[src/rtl/imm_pkg.sv]
// Shared types and opcode constants for the immediate-decode stage.
// Latency: none (declarations only).
// Backpressure: not applicable.
package imm_pkg;

  typedef enum logic [2:0] {
    FMT_NONE  = 3'd0,
    FMT_I     = 3'd1,
    FMT_S     = 3'd2,
    FMT_B     = 3'd3,
    FMT_U     = 3'd4,
    FMT_J     = 3'd5,
    FMT_SHAMT = 3'd6
  } imm_fmt_t;

  typedef enum logic [1:0] {
    ST_EMPTY = 2'd0,
    ST_ONE   = 2'd1,
    ST_TWO   = 2'd2
  } buf_state_t;

  localparam logic [6:0] OP_LOAD   = 7'b0000011;
  localparam logic [6:0] OP_IMM    = 7'b0010011;
  localparam logic [6:0] OP_IMM32  = 7'b0011011;
  localparam logic [6:0] OP_STORE  = 7'b0100011;
  localparam logic [6:0] OP_BRANCH = 7'b1100011;
  localparam logic [6:0] OP_LUI    = 7'b0110111;
  localparam logic [6:0] OP_AUIPC  = 7'b0010111;
  localparam logic [6:0] OP_JAL    = 7'b1101111;
  localparam logic [6:0] OP_JALR   = 7'b1100111;

  localparam logic [2:0] F3_SLL = 3'b001;
  localparam logic [2:0] F3_SR  = 3'b101;

endpackage

[src/rtl/imm_extract.sv]
// Combinational immediate extraction: instr -> sign/zero-extended imm, format, pc-relative flag.
// Latency: purely combinational.
// Backpressure: none, no state.
module imm_extract
  import imm_pkg::*;
#(
  parameter int XLEN = 32
) (
  input  logic [31:0]     instr,
  output logic [XLEN-1:0] imm,
  output logic [2:0]      fmt,
  output logic            is_pcrel
);

  logic [6:0]  opcode;
  logic [2:0]  funct3;
  logic        is_shift;
  logic [31:0] imm32;
  imm_fmt_t    f;

  assign opcode   = instr[6:0];
  assign funct3   = instr[14:12];
  assign is_shift = (funct3 == F3_SLL) || (funct3 == F3_SR);

  // Every format fits in a signed 32-bit value; widen afterwards by sign extension.
  always_comb begin
    f        = FMT_NONE;
    imm32    = 32'd0;
    is_pcrel = 1'b0;
    case (opcode)
      OP_LOAD, OP_JALR: begin
        f     = FMT_I;
        imm32 = {{20{instr[31]}}, instr[31:20]};
      end
      OP_IMM, OP_IMM32: begin
        if (is_shift) begin
          f = FMT_SHAMT;
          // Bit 25 is part of the shift amount only for 64-bit non-word shifts.
          if (XLEN == 64 && opcode == OP_IMM) imm32 = {26'd0, instr[25:20]};
          else                                imm32 = {27'd0, instr[24:20]};
        end else if (opcode == OP_IMM || XLEN == 64) begin
          f     = FMT_I;
          imm32 = {{20{instr[31]}}, instr[31:20]};
        end
      end
      OP_STORE: begin
        f     = FMT_S;
        imm32 = {{20{instr[31]}}, instr[31:25], instr[11:7]};
      end
      OP_BRANCH: begin
        f        = FMT_B;
        is_pcrel = 1'b1;
        imm32    = {{19{instr[31]}}, instr[31], instr[7], instr[30:25], instr[11:8], 1'b0};
      end
      OP_LUI: begin
        f     = FMT_U;
        imm32 = {instr[31:12], 12'd0};
      end
      OP_AUIPC: begin
        f        = FMT_U;
        is_pcrel = 1'b1;
        imm32    = {instr[31:12], 12'd0};
      end
      OP_JAL: begin
        f        = FMT_J;
        is_pcrel = 1'b1;
        imm32    = {{11{instr[31]}}, instr[31], instr[19:12], instr[20], instr[30:21], 1'b0};
      end
      default: begin
        f     = FMT_NONE;
        imm32 = 32'd0;
      end
    endcase
  end

  assign imm = XLEN'($signed(imm32));
  assign fmt = f;

endmodule

[src/rtl/imm_decode_stage.sv]
// Registered immediate decode with pc-relative target, buffered by a two-entry skid.
// Latency: 1 cycle from accept to out_valid.
// Backpressure: holds up to two entries; in_ready is registered and drops only when both are full.
module imm_decode_stage
  import imm_pkg::*;
#(
  parameter int XLEN = 32
) (
  input  logic            clk,
  input  logic            rst_n,
  input  logic            flush,
  input  logic            in_valid,
  output logic            in_ready,
  input  logic [31:0]     in_instr,
  input  logic [XLEN-1:0] in_pc,
  output logic            out_valid,
  input  logic            out_ready,
  output logic [31:0]     out_instr,
  output logic [XLEN-1:0] out_pc,
  output logic [XLEN-1:0] out_imm,
  output logic [2:0]      out_fmt,
  output logic [XLEN-1:0] out_target
);

  logic [XLEN-1:0] d_imm;
  logic [2:0]      d_fmt;
  logic            d_pcrel;
  logic [XLEN-1:0] d_target;

  logic [31:0]     skid_instr;
  logic [XLEN-1:0] skid_pc;
  logic [XLEN-1:0] skid_imm;
  logic [2:0]      skid_fmt;
  logic [XLEN-1:0] skid_target;

  buf_state_t state;
  logic       accept;
  logic       take;

  imm_extract #(.XLEN(XLEN)) u_extract (
    .instr    (in_instr),
    .imm      (d_imm),
    .fmt      (d_fmt),
    .is_pcrel (d_pcrel)
  );

  // Target only for branch/jal/auipc; jalr is register-relative so it stays 0.
  always_comb begin
    d_target = '0;
    if (d_pcrel) d_target = in_pc + d_imm;
  end

  assign accept = in_valid & in_ready;
  assign take   = out_valid & out_ready;

  // Buffer FSM: main register drives the outputs, skid catches the entry that arrives while main is stalled.
  always_ff @(posedge clk or negedge rst_n) begin
    if (!rst_n) begin
      state       <= ST_EMPTY;
      in_ready    <= 1'b1;
      out_valid   <= 1'b0;
      out_instr   <= '0;
      out_pc      <= '0;
      out_imm     <= '0;
      out_fmt     <= FMT_NONE;
      out_target  <= '0;
      skid_instr  <= '0;
      skid_pc     <= '0;
      skid_imm    <= '0;
      skid_fmt    <= FMT_NONE;
      skid_target <= '0;
    end else if (flush) begin
      state     <= ST_EMPTY;
      in_ready  <= 1'b1;
      out_valid <= 1'b0;
    end else begin
      case (state)
        ST_EMPTY: begin
          if (accept) begin
            out_instr  <= in_instr;
            out_pc     <= in_pc;
            out_imm    <= d_imm;
            out_fmt    <= d_fmt;
            out_target <= d_target;
            out_valid  <= 1'b1;
            state      <= ST_ONE;
          end
        end
        ST_ONE: begin
          if (accept && !take) begin
            skid_instr  <= in_instr;
            skid_pc     <= in_pc;
            skid_imm    <= d_imm;
            skid_fmt    <= d_fmt;
            skid_target <= d_target;
            in_ready    <= 1'b0;
            state       <= ST_TWO;
          end else if (accept && take) begin
            out_instr  <= in_instr;
            out_pc     <= in_pc;
            out_imm    <= d_imm;
            out_fmt    <= d_fmt;
            out_target <= d_target;
          end else if (take) begin
            out_valid <= 1'b0;
            state     <= ST_EMPTY;
          end
        end
        ST_TWO: begin
          if (take) begin
            out_instr  <= skid_instr;
            out_pc     <= skid_pc;
            out_imm    <= skid_imm;
            out_fmt    <= skid_fmt;
            out_target <= skid_target;
            in_ready   <= 1'b1;
            state      <= ST_ONE;
          end
        end
        default: begin
          state     <= ST_EMPTY;
          in_ready  <= 1'b1;
          out_valid <= 1'b0;
        end
      endcase
    end
  end

endmodule

[config.mk]
export PLATFORM = sky130hd
export DESIGN_NAME = imm_decode_stage
export DESIGN_NICKNAME = d
export VERILOG_FILES = /design/src/rtl/imm_pkg.sv /design/src/rtl/imm_extract.sv /design/src/rtl/imm_decode_stage.sv
export SDC_FILE = /design/constraint.sdc
export NUM_CORES = 1
export LEC_CHECK = 0
export BUFFER_PORTS_ARGS = -buffer_cell sky130_fd_sc_hd__clkbuf_2
export CAP_MARGIN = 20
export CORE_ASPECT_RATIO = 0.9
export CORE_MARGIN = 5
export CORE_UTILIZATION = 31
export DETAILED_ROUTE_END_ITERATION = 10
export GPL_ROUTABILITY_DRIVEN = 1
export HOLD_SLACK_MARGIN = 0.03
export PLACE_DENSITY = 0.58
export SLEW_MARGIN = 0
export SYNTH_ARGS = -nofsm -noshare
export SYNTH_HDL_FRONTEND = slang
export SYNTH_SLANG_ARGS = --single-unit
[constraint.sdc]
create_clock -name clk -period 3.6 [get_ports clk]
set_clock_uncertainty 0.05 [all_clocks]
set_input_delay 0.36 -clock clk [delete_from_list [all_inputs] [get_ports clk]]
set_output_delay 0.36 -clock clk [all_outputs]
set_load 0.005 [all_outputs]
# Word level (Yosys, flattened, before mapping)
# Index checks and enable logic that the tools add are counted.
[op_classes] n_reduce_logical=15 n_lt_le_gt_ge=0 n_eq_ne=27 bitwise=3 addsub=1 mul=0 muxes=50 n_shift=0 div_mod_pow=0
[op_table] op="$mux 32" n=19
[op_table] op="$pmux 32 s3" n=4
[op_table] op="$pmux 32 s6" n=1
[op_table] op="$add 32x32->32" n=1
[op_table] op="$eq 7x5->1 const B" n=3
[op_table] op="$eq 7x7->1 const B" n=3
[op_table] op="$ne 3x3->1 const B" n=6
[op_table] op="$pmux 3 s6" n=1
[op_table] op="$mux 3" n=5
[op_table] op="$eq 7x6->1 const B" n=2
[op_table] op="$mux 2" n=6
[op_table] op="$ne 2x2->1 const B" n=6
[op_table] op="$mux 1" n=10
[op_table] op="$pmux 3 s3" n=1
[op_table] op="$ne 4x4->1 const B" n=2
[op_table] op="$eq 7x2->1 const B" n=1
[op_table] op="$pmux 1 s3" n=2
[op_table] op="$pmux 2 s3" n=1
[op_table] op="$reduce_and 3->1" n=2
[op_table] op="$reduce_and 6->1" n=1
[op_table] op="$reduce_or 2->1" n=3
[op_table] op="$reduce_and 5->1" n=1
[op_table] op="$reduce_and 4->1" n=1
[op_table] op="$eq 3x1->1 const B" n=1
[op_table] op="11 further kinds" n=13
[word_totals] rom_bits=0 register_bits=266 latch_bits=0 ram_bits=0 in_bits=69 n_memories=0

# Longest topological paths before layout
[logic_depth] depth_word=9 depth_mapped=21 depth_no_buf=18

# Modules after synthesis
# From an unflattened synthesis, not the netlist that was laid out.
[hier_totals] cells_unflattened=1656 hier_area_um2=13442.9
[modules_own_cells] mod="imm_decode_stage" area_each_um2=12834.8 cells_per_inst=1550 instances=1
[modules_own_cells] mod="imm_extract" area_each_um2=608.1 cells_per_inst=106 instances=1

# Worst setup path after synthesis
# Ideal clock, no wire load.
[synth_timing] kind="input port to flip-flop" from="input in_instr[2]" to="register out_target[30]" stages=21 t_arrival_ns=3.716 setup_slack_ns=-0.301 path_cell_list="clkbuf_1 nand3_1 a2111oi_4 a21o_2 nor2_2 nor2b_1 buf_2 a21oi_1 inv_1 ha_1 buf_6 a21oi_4 a21boi_2 nor3_2 o311ai_1 o21bai_4 o21a_1 a211o_1 a21oi_2 xor2_1 o31ai_1"
[synth_between] elab_chain_len=9 word_cells_on_any_way=23
[synth_rtl] item="from (decl)" line="imm_decode_stage.sv:14" text="input logic [31:0] in_instr,"
[synth_rtl] item="$eq 7x5->1" line="imm_extract.sv:30, imm_extract.sv:41"
[synth_rtl] item="$mux 32" line="imm_extract.sv:41" text="end else if (opcode == OP_IMM || XLEN == 64) begin"
[synth_rtl] item="$mux 32" line="imm_extract.sv:36" text="if (is_shift) begin"
[synth_rtl] item="$pmux 32 s6 (*)" line="imm_extract.sv:30" text="case (opcode)"
[synth_rtl] item="named net d_imm[14]" line="imm_decode_stage.sv:25" text="logic [XLEN-1:0] d_imm;"
[synth_rtl] item="$add 32x32->32 (*)" line="imm_decode_stage.sv:50" text="if (d_pcrel) d_target = in_pc + d_imm;"
[synth_rtl] item="$mux 32 (*)" line="imm_decode_stage.sv:50"
[synth_rtl] item="$mux 32" line="imm_decode_stage.sv:98" text="end else if (accept && take) begin"
[synth_rtl] item="$mux 32" line="imm_decode_stage.sv:90" text="if (accept && !take) begin"
[synth_rtl] item="$pmux 32 s3 (*)" line="imm_decode_stage.sv:77" text="case (state)"
[synth_rtl] item="to (signal assigned)" line="imm_decode_stage.sv:84" text="out_target <= d_target;"
[synth_rtl] item="to (signal assigned)" line="imm_decode_stage.sv:103" text="out_target <= d_target;"
[synth_rtl] item="to (signal assigned)" line="imm_decode_stage.sv:115" text="out_target <= skid_target;"
[synth_rtl] item="to (decl)" line="imm_decode_stage.sv:22" text="output logic [XLEN-1:0] out_target"
# Mark *: on every way through the listed nets, which the timed path passes. The rest lies on a longest branch. The select of a mux whose other input is x is not followed.
# A chain may end at the register's enable or synchronous reset.

# Worst setup path in the final report
[layout_timing] from="input in_instr[5]" to="register skid_target[30]"
[layout_between] elab_chain_len=6 word_cells_on_any_way=19
[layout_rtl] item="$eq 7x5->1" line="imm_extract.sv:30, imm_extract.sv:41"
[layout_rtl] item="$mux 32" line="imm_extract.sv:41"
[layout_rtl] item="$mux 32" line="imm_extract.sv:36"
[layout_rtl] item="$pmux 32 s6 (*)" line="imm_extract.sv:30"
[layout_rtl] item="named net d_imm[17]" line="imm_decode_stage.sv:25"
[layout_rtl] item="$add 32x32->32 (*)" line="imm_decode_stage.sv:50"
[layout_rtl] item="$mux 32 (*)" line="imm_decode_stage.sv:50"
[layout_rtl] item="to (signal assigned)" line="imm_decode_stage.sv:95" text="skid_target <= d_target;"
[layout_rtl] item="to (decl)" line="imm_decode_stage.sv:34" text="logic [XLEN-1:0] skid_target;"
# Mark *: on every way through the listed nets, which the timed path passes. The rest lies on a longest branch.

==> flow_summary_export.csv <==
group,metric,value,unit
worst_setup_path,end_kind,"flop",
sta,clock.fmax,292,MHz
sta,rsz0062_at_grt,"false",
routing,vias_per_cell,4.95,
logic_synthesis,avgSynthCellArea,9.11,um2
hold_path,hold_depth,3,
pwr,worst_ir_drop_vdd,365,uV
routing,vias,11507,
worst_setup_path,r2r-end,"skid_target[31]",
pwr,comb_power_share,0.231,
logic_synthesis,syn_inst,1444,
final_layout,final_layout_size_suffix_gt1_frac,0.298,
sta,hold_violations,0,
logic_synthesis,synth_common_cells,"304 x nand2_1, 265 x dfrtp_1, 158 x nor2_1, 100 x o21ai_0, 92 x a21oi_1",
placement,place.gp.congestion,0.873,
floorplan,rows,71,
final_layout,final_util,0.407,
cts,cts_htree_levels,1,
worst_setup_path,crit_fanout,8,
final_layout,final_area,0.0171,mm2
global_routing,grt_max_degree,95,
placement,hpwl,30900,um
logic_synthesis,netlist.area_leader.share,0.504,
pwr,switching_share,0.299,
job,cap_violations,0,
logic_synthesis,synth.distinct_cells,72,
routing,routedWlPerCell,17.9,um
routing,wirelength,41600,um
floorplan,io_pins,202,
cts,cts_tree,"yes",
logic_synthesis,syn_nets,1545,
placement,port-buffer-count,201,
sta,report.final.slew_viol_count,0,
worst_setup_path,reg2reg_from,"in_ready",
global_routing,grt_usage,0.175,
cts,clock_sinks,266,
worst_setup_path,endpoint,"skid_target[30]",
global_routing,grt_pass1_wl,64700,um
routing,ant_nets,0,
logic_synthesis,netlist_area,0.0132,mm2
sta,slew_headroom,0.482,
cts,path_clk_slew,0.06,ns
routing,route.layer.met1.wl,19500,um
logic_synthesis,ys_seq_area_frac,0.506,
worst_setup_path,critPathLaunch,"in_instr[5]",
worst_setup_path,cp.required,3.98,ns
worst_setup_path,r2r_slack,1.03,ns
routing,wl_met3,2400,um
global_routing,grt_pass1_vias,11241,
hold_path,hold_path.class,"input pin to flop",
pwr,clkPwrFrac,0.315,
logic_synthesis,synth_area_leaders,"dfrtp_1 50%, nand2_1 8.7%, mux2_2 5.5%",
logic_synthesis,synth_edf_count,0,
pwr,intPower,6.54,mW
final_layout,synthToLayoutAreaGrowth,29.6,%
run_status,status,"completed",
pwr,p_leak,8.11,nW
worst_setup_path,critPathLaunchType,"input pin",
logic_synthesis,synth_seq_cells,266,
global_routing,grt_overflow_total,0,
routing,drc,0,
worst_setup_path,worstSetupPathType,"input pin to flop",
logic_synthesis,synth_top_area_cell,"dfrtp_1",
pwr,p_seq_frac,0.454,
logic_synthesis,synth.most_common_cell,"nand2_1",
final_layout,nets,1860,
pwr,powerDensity,547,mW/mm2
sta,period_minus_slack,3.43,ns
worst_setup_path,arrival,3.81,ns
cts,clock_latency,0.57,ns
logic_synthesis,async_flop_share,1.00,
global_routing,antenna_found_initial,0,
floorplan,die-area,0.0467,mm2
cts,clockBufferDepth,3,
sta,min_period_over_period,0.953,
placement,place_area,0.0157,mm2
cts,cts-root-buf,"clkbuf_16",
logic_synthesis,synthFlopType,"dfrtp_1",
floorplan,start_util,0.314,
routing,wl_met2,18800,um
final_layout,antenna_cells,0,
logic_synthesis,ys_warn_count,0,
routing,drt-initial-drc-count,835,
routing,firstDrtPassIters,5,
worst_setup_path,reg2reg_depth,6,
cts,cts_made_buffers,30,
floorplan,die_h,205,um
floorplan,core_area,0.0419,mm2
sta,worstMarginPinSlew,0.775,ns
pwr,p_sw,2.79,mW
floorplan,die_w,227,um
sta,setup_viol,0,
routing,maxUsedRoutingLayer,"met4",
==> cell type report <==
| cell class | instances | area [um2] |
|---|---|---|
| repair buffers | 378 | 2480 |
| flip-flops and latches | 266 | 6660 |
| fillers | 4199 | 24900 |
| inverters | 38 | 143 |
| multi-input cells | 1045 | 6170 |
| well taps | 547 | 684 |
| clock inverters | 8 | 68.8 |
| clock buffers | 43 | 861 |
==> cells by family (layout without fill, tap and decap cells) <==
logic type      count (synthesis)  in the layout  share of synthesized area
compound gates                371            371                      0.175
xor+xnor                       29             29                     0.0193
fa+ha+maj                      32             32                     0.0310
buf+inv                       133            467                     0.0400
flops                         266            266                      0.506
mux                            66             66                     0.0563
simple gates                  547            547                      0.173
==> registers in the layout, summed over array words and instances, names as in the netlist <==
register	cells
skid_imm	32
skid_instr	32
out_pc	32
state	2
out_imm	32
out_fmt	3
out_valid	1
in_ready	1
out_target	32
out_instr	32
skid_pc	32
skid_target	32
skid_fmt	3
==> through the flow <==
step	setup TNS, ns	worst slack (ns)	instances	power, mW	hold slack [ns]
floorplan	-0.314	-0.0833	1444	5.35	0.0144
global placement	-9.19	-0.413	2248	6.36	0.390
detailed placement	-10.81	-0.455	2248	6.43	0.396
CTS	0	0.122	2322	9.45	0.0308
global route	0	0.00220	2325	9.91	0.0424
finish	0	0.170	2325	9.33	0.0511
==> cells in the final DEF (no fill, tap or decap), types with 10 or more instances in the layout <==
cell type and instances:
a21oi_1 85, inv_1 38, buf_4 148, mux2_2 64, nand2_1 303, xnor2_1 15
clkbuf_16 31, nor3_1 11, dlygate4sd3_1 23, o21ai_0 98, xor2_1 14, o21ai_1 19
ha_1 25, clkbuf_2 200, nor2b_1 10, nor2_1 156, a21oi_2 19, nand3_1 14
a31oi_1 75, o31ai_1 17, dfrtp_1 265
==> critical path, stage by stage <==
cell       delay [ns]
clkbuf_2         0.12
buf_4            0.16
nand3_1          0.12
a2111oi_4        0.09
a21o_2           0.22
nor2_2           0.11
nor2b_1          0.06
buf_4            0.16
buf_4            0.13
a21oi_2          0.16
inv_1            0.08
ha_1             0.19
or3_1            0.39
nor3_2           0.25
o311ai_1         0.11
o21bai_4         0.20
o21a_1           0.21
a211o_1          0.28
a21oi_2          0.13
xor2_1           0.20
o31ai_1          0.09
==> repair_timing <==
action | in CTS | in global routing
buffers inserted | 0 | 3
endpoints found under the setup margin | 0 | 20
hold buffers | 23 | 0
endpoints found under the hold margin | 115 | 0
resized for setup | 0 | 26
==> worst min-delay path by stage <==
stage,startpoint,end
detailed placement,rst_n,skid_instr[12]
CTS,in_instr[19],out_instr[19]
global placement,rst_n,skid_instr[17]
floorplan,rst_n,out_fmt[0]
finish,in_instr[16],out_instr[16]
global route,in_instr[16],out_instr[16]
==> per-layer routing <==
metal  vias to the layer above  track usage
met2                       282        0.278
met5                         -            0
met4                         0       0.0350
met3                        51       0.0354
li1                       5569            -
met1                      5605        0.251
==> power groups by stage <==
stage	registers, mW	clock network, mW	logic [mW]
final	4.23	2.94	2.16
after global routing	4.33	3.16	2.42
after CTS	4.24	3.04	2.18
after detailed placement	4.28	0	2.15
after global placement	4.24	0	2.13
after floorplan	4.22	0	1.13
Power figures use the tool's default switching activity.
